`src/rtl/ram_port_arbiter.sv`:
```
// Two-master arbiter for a simple dual-port RAM: independent round-robin on the
// read and write channels, with per-master read-valid strobes aligned to the RAM latency.
module ram_port_arbiter #(
  parameter int unsigned ADDR_LEN = 16,
  parameter int unsigned DATA_LEN = 8
) (
  input  logic                CLK,
  input  logic                RST,
  input  logic                m0_rd_req,
  input  logic [ADDR_LEN-1:0] m0_rd_addr,
  output logic                m0_rd_gnt,
  output logic                m0_rd_valid,
  output logic [DATA_LEN-1:0] m0_rd_data,
  input  logic                m1_rd_req,
  input  logic [ADDR_LEN-1:0] m1_rd_addr,
  output logic                m1_rd_gnt,
  output logic                m1_rd_valid,
  output logic [DATA_LEN-1:0] m1_rd_data,
  input  logic                m0_wr_req,
  input  logic [ADDR_LEN-1:0] m0_wr_addr,
  input  logic [DATA_LEN-1:0] m0_wr_data,
  output logic                m0_wr_gnt,
  input  logic                m1_wr_req,
  input  logic [ADDR_LEN-1:0] m1_wr_addr,
  input  logic [DATA_LEN-1:0] m1_wr_data,
  output logic                m1_wr_gnt,
  output logic                ram_wr_en,
  output logic [ADDR_LEN-1:0] ram_wr_addr,
  output logic [DATA_LEN-1:0] ram_wr_data,
  output logic [ADDR_LEN-1:0] ram_rd_addr,
  input  logic [DATA_LEN-1:0] ram_Q
);

  logic                rd_ptr_q, rd_ptr_d;
  logic                wr_ptr_q, wr_ptr_d;
  logic                rd_pend_q, rd_pend_d;
  logic                rd_pend_id_q, rd_pend_id_d;
  logic [ADDR_LEN-1:0] rd_addr_q, rd_addr_d;
  logic [ADDR_LEN-1:0] wr_addr_q, wr_addr_d;
  logic [DATA_LEN-1:0] wr_data_q, wr_data_d;

  // Round-robin grants; the pointer names the master preferred on contention.
  always_comb begin
    m0_rd_gnt = 1'b0;
    m1_rd_gnt = 1'b0;
    m0_wr_gnt = 1'b0;
    m1_wr_gnt = 1'b0;
    if (!RST) begin
      m0_rd_gnt = m0_rd_req && (!m1_rd_req || !rd_ptr_q);
      m1_rd_gnt = m1_rd_req && (!m0_rd_req ||  rd_ptr_q);
      m0_wr_gnt = m0_wr_req && (!m1_wr_req || !wr_ptr_q);
      m1_wr_gnt = m1_wr_req && (!m0_wr_req ||  wr_ptr_q);
    end
  end

  // Next-state: pointers, pending read tag and held RAM-side address/data.
  always_comb begin
    rd_ptr_d     = rd_ptr_q;
    wr_ptr_d     = wr_ptr_q;
    rd_pend_d    = m0_rd_gnt | m1_rd_gnt;
    rd_pend_id_d = rd_pend_id_q;
    rd_addr_d    = rd_addr_q;
    wr_addr_d    = wr_addr_q;
    wr_data_d    = wr_data_q;
    if (m0_rd_gnt) begin
      rd_ptr_d     = 1'b1;
      rd_pend_id_d = 1'b0;
      rd_addr_d    = m0_rd_addr;
    end else if (m1_rd_gnt) begin
      rd_ptr_d     = 1'b0;
      rd_pend_id_d = 1'b1;
      rd_addr_d    = m1_rd_addr;
    end
    if (m0_wr_gnt) begin
      wr_ptr_d  = 1'b1;
      wr_addr_d = m0_wr_addr;
      wr_data_d = m0_wr_data;
    end else if (m1_wr_gnt) begin
      wr_ptr_d  = 1'b0;
      wr_addr_d = m1_wr_addr;
      wr_data_d = m1_wr_data;
    end
  end

  always_ff @(posedge CLK or posedge RST) begin
    if (RST) begin
      rd_ptr_q     <= 1'b0;
      wr_ptr_q     <= 1'b0;
      rd_pend_q    <= 1'b0;
      rd_pend_id_q <= 1'b0;
      rd_addr_q    <= '0;
      wr_addr_q    <= '0;
      wr_data_q    <= '0;
    end else begin
      rd_ptr_q     <= rd_ptr_d;
      wr_ptr_q     <= wr_ptr_d;
      rd_pend_q    <= rd_pend_d;
      rd_pend_id_q <= rd_pend_id_d;
      rd_addr_q    <= rd_addr_d;
      wr_addr_q    <= wr_addr_d;
      wr_data_q    <= wr_data_d;
    end
  end

  // RAM-side muxes pass the granted request through and hold the last one when idle.
  assign ram_rd_addr = rd_addr_d;
  assign ram_wr_en   = m0_wr_gnt | m1_wr_gnt;
  assign ram_wr_addr = wr_addr_d;
  assign ram_wr_data = wr_data_d;

  assign m0_rd_valid = rd_pend_q & ~rd_pend_id_q;
  assign m1_rd_valid = rd_pend_q &  rd_pend_id_q;
  assign m0_rd_data  = ram_Q;
  assign m1_rd_data  = ram_Q;

endmodule

```
`config.mk`:
```
export PLATFORM = sky130hd
export DESIGN_NAME = ram_port_arbiter
export DESIGN_NICKNAME = d
export VERILOG_FILES = /design/src/rtl/ram_port_arbiter.sv
export SDC_FILE = /design/constraint.sdc
export NUM_CORES = 1
export LEC_CHECK = 0
export CORE_ASPECT_RATIO = 1.75
export CORE_UTILIZATION = 35
export CTS_BUF_LIST = sky130_fd_sc_hd__clkbuf_2
export DETAILED_ROUTE_END_ITERATION = 8
export GPL_TIMING_DRIVEN = 0
export PLACE_DENSITY = 0.91
export SLEW_MARGIN = 10
export SYNTH_ARGS = -nofsm -noshare
export SYNTH_HDL_FRONTEND = slang
export SYNTH_SLANG_ARGS = --single-unit
```
`constraint.sdc`:
```
create_clock -name CLK -period 2.3 [get_ports CLK]
set_input_delay 0.345 -clock CLK [delete_from_list [all_inputs] [get_ports CLK]]
set_output_delay 0.345 -clock CLK [all_outputs]
set_load 0.005 [all_outputs]
```
# Yosys cells after proc, flatten, opt, wreduce, memory -nomap -nowiden
# Cells that the tools add are included.
# word_totals
word_cells	44
out_inout_bits	63
regBits	44
# op_classes
bitwise_logic	5
reduce_logical	16
mux	16
# op_table
op	n
$mux 16	4
$mux 8	2
$mux 1	10
$logic_not 1->1	6
$logic_and 1x1->1	4
$logic_or 1x1->1	4
$reduce_bool 2->1	2
$and 1x1->1	2
$or 1x1->1	2
$not 1->1	1

# Logic depth before layout (Yosys ltp)
# logic_depth
depth_word	6
depth_mapped	5

# Worst setup path after synthesis
# No wires, ideal clock.
# synth_path
path_type	input to output
startpoint	in RST
endpoint	out ram_wr_addr[10]
t_arrival_ns	1.748
setup_slack_ns	0.207
path_buffers	1
stages	4
cell_sequence	inv_2 -> nand3_1 -> buf_2 -> o221a_2
# synth_between
elab_chain_cells	3
word_cells_on_any_way	4
classes_between	4 x mux
# synth_rtl
item	line_no	text
from (decl)	8	input logic RST,
$mux 1	48	if (!RST) begin
$mux 16	78	end else if (m1_wr_gnt) begin
$mux 16 *	74	if (m0_wr_gnt) begin
to (decl)	28	output logic [ADDR_LEN-1:0] ram_wr_addr,
# Mark *: on every way between the ends. The rest lies on a longest branch, timed or not.

# Worst setup path after layout
# layout_path
startpoint	reg wr_ptr_q
endpoint	out ram_wr_data[6]
# layout_between
elab_chain_cells	5
word_cells_on_any_way	9
classes_between	4 x mux; 5 x reduce/logical
# layout_rtl
item	line_no	text
from (decl)	35	logic wr_ptr_q, wr_ptr_d;
from (signal assigned)	96	wr_ptr_q <= wr_ptr_d;
$logic_or 1x1->1 / $logic_not 1->1 (equally long branches)	52, 51	
$logic_and 1x1->1 / $logic_or 1x1->1 (equally long branches)	52, 51	
$mux 1 / $logic_and 1x1->1 (equally long branches)	48, 51	
$mux 8 / $mux 1 (equally long branches)	78, 48	
$mux 8 *	74	
to (decl)	29	output logic [DATA_LEN-1:0] ram_wr_data,
# Marked as above.

==> results.txt <==
Outcome - finished, final reports clean
Synth cell types - 20
Initial DRC count - 124
Register Area - 0.00110 sq mm
Cell count after synthesis - 175
Synth Cell Area - 0.00214 sq mm
DRC violation count after routing - 0
Fin util - 70.4%
Final ANT Viol Nets - 0
Max-cap violations - 0
CTS Buffer Depth - 2
Crit share post-route - 96.7%
DP Cell Count - 401
Kind of critical path - reg -> out
IO Count - 157
Antenna diode count - 0
Worst vdd ir - 415 uV
Rows - 37
Gr usage total - 23.5%
Non-filler cells, final - 438
FMAX - 0.450 GHz
Worst-Margin Slew - 631 ps
Top cell type by total area after synthesis - dfrtp_1
GPL Wtd Cong - 0.720
Tmin final - 2220 ps
Clock Tree Root - clkbuf_2
TritonCTS clock tree - done
Filler instances - 460
Initial Util - 36.4%
Chip Height - 105 microns
Avg Cell Area, Syn - 12.2 sq um
Port bufs - 148
Half-perimeter wire length after placement - 5050 microns
Worst path required time - 1960 ps
CTS Sinks - 44
Yosys top cell area share - 51.5%
Layout Area Growth over Synthesis - 93.6%
Nets - 453
Slew Limit Fails - 0
GRT overflow - 0
Unrepaired setup endpoints after global routing - true
Register area share after synthesis - 51.5%
Final WL - 7190 microns
PwrDens - 511 mW/mm^2
Arrival time worst endpoint - 1880 ps
CTS H-tree lvls - 2
Hold WC Path Type - in -> reg
Fin area - 0.00414 sq mm
Clock-pin slew on the worst setup and hold paths - 210 ps
Syn nets - 269
First-pass DRT Iterations - 4
Number of global-route vias before repair - 2,280
Rel. slew slack - 57.8%
Core box area - 0.00588 sq mm
Multi-input logic area - 937 sq um
CP Max Fanout - 4
Worst skew pair latency - 420 ps
Die span in x - 61.1 microns
Yosys reg bits - 44
Post-detailed-route wirelength per cell - 16.4 microns
Clock Skews - 11.0 ps
Layout cells sized above 1 - 31.4%
Pleak - 1.82 nW
Area contributors post-synth - dfrtp_1, o221a_2, nand2b_1
Worst setup SP type - register
Most common cell after layout, fill and taps aside - clkdlybuf4s50_1
Yosys warning count - 0
Via count - 2,153
Largest net degree at the start of global routing - 25
Initial antenna violation count - 0
Via density per instance - 4.92
Die ar. - 0.00644 sq mm
Crit path capture type - output pin
TritonCTS Buffers - 5
First-pass GRT wire length - 10,900 microns
# setup viols final - 0
Most frequent cells in the layout - clkdlybuf4s50_1, dfrtp_1, nand2b_1, buf_4, o221a_2
Placed cell area - 0.00372 sq mm
Hold Fails Final Rpt - 0
per-layer routing:
metal	track usage, %	up-vias	wire, microns
met1	23.9	1043	2440
met4	8.60	0	140
li1	-	1000	-
met3	6.50	11	482
met2	42.9	99	4130
met5	0	-	0
logic make-up after synthesis:
family / count (synthesis) / synth area share, %
simple gates: 51 / 15.2
flops: 44 / 51.5
compound gates: 47 / 23.6
buf+inv: 33 / 9.77
what timing repair did:
action                                 CTS  global route
pin swaps                                3             2
gates cloned                             7             0
buffers inserted                        14             5
endpoints found under the hold margin   44             0
setup endpoints to repair               63            28
resized for setup                       93            40
hold buffers                             4             0
metrics by stage:
step	setup TNS, ps	setup slack (ps)	power [mW]	hold WS, ps
6_report	0	75.8	2.12	428
5_1_grt	-80.9	-17.9	2.24	402
4_1_cts	-167	-82.7	2.12	397
3_5_place_dp	-68200	-1300	1.76	489
3_3_place_gp	-64360	-1230	1.73	478
2_1_floorplan	0	207	1.26	383
power breakdown:
part	switching (mW)	internal [mW]
combinational	0.306	0.556
sequential	0.0339	0.893
clock	0.245	0.0812
critical path: stages (launching register included):
cell and delay, ps:
dfrtp_1 460, nand2_2 90, nand3_4 100, buf_12 160, buf_6 110, buf_4 120, o221a_2 280, clkbuf_2 120
sequential cells by signal, summed over array words and instances (netlist names):
register      flops
rd_ptr_q          1
rd_pend_q         1
wr_addr_q        16
rd_addr_q        16
rd_pend_id_q      1
wr_data_q         8
wr_ptr_q          1
path summary, 6_finish.rpt:
path                         startpoint              to  slack [ps]  cells past startpoint
setup / recovery               wr_ptr_q  ram_wr_data[6]          80                      7
hold / removal                m1_wr_req        wr_ptr_q         430                      2
setup reg to reg               wr_ptr_q    wr_data_q[6]         870                      6
hold reg to reg            rd_pend_id_q    rd_pend_id_q         530                      1
max in group asynchronous           RST    rd_addr_q[0]        1280                      3
min in group asynchronous           RST    rd_pend_id_q         570                      4
Yosys cell counts:
library cell   n
dfrtp_1       44
nand2b_1      37
o221a_2       30
buf_4         16
o221a_1       10
buf_2          8
or2b_1         7
inv_1          6
a21o_1         2
buf_6          2
nand2_1        2
nand3_1        2
o21bai_2       2
a21oi_1        1
a31oi_1        1
and2_1         1
inv_2          1
nand3_2        1
nor2b_1        1
o21ai_0        1
final cells by class:
class,count,area share (%)
timing repair buffer,175,40.5
sequential,44,26.6
multi-input combinational,98,22.6
buffer,26,5.29
tap,78,2.36
inverter,7,1.27
clock buffer,7,0.846
timing repair inverter,2,0.423
clock inverter,1,0.0907
Power figures use the tool's default switching activity.
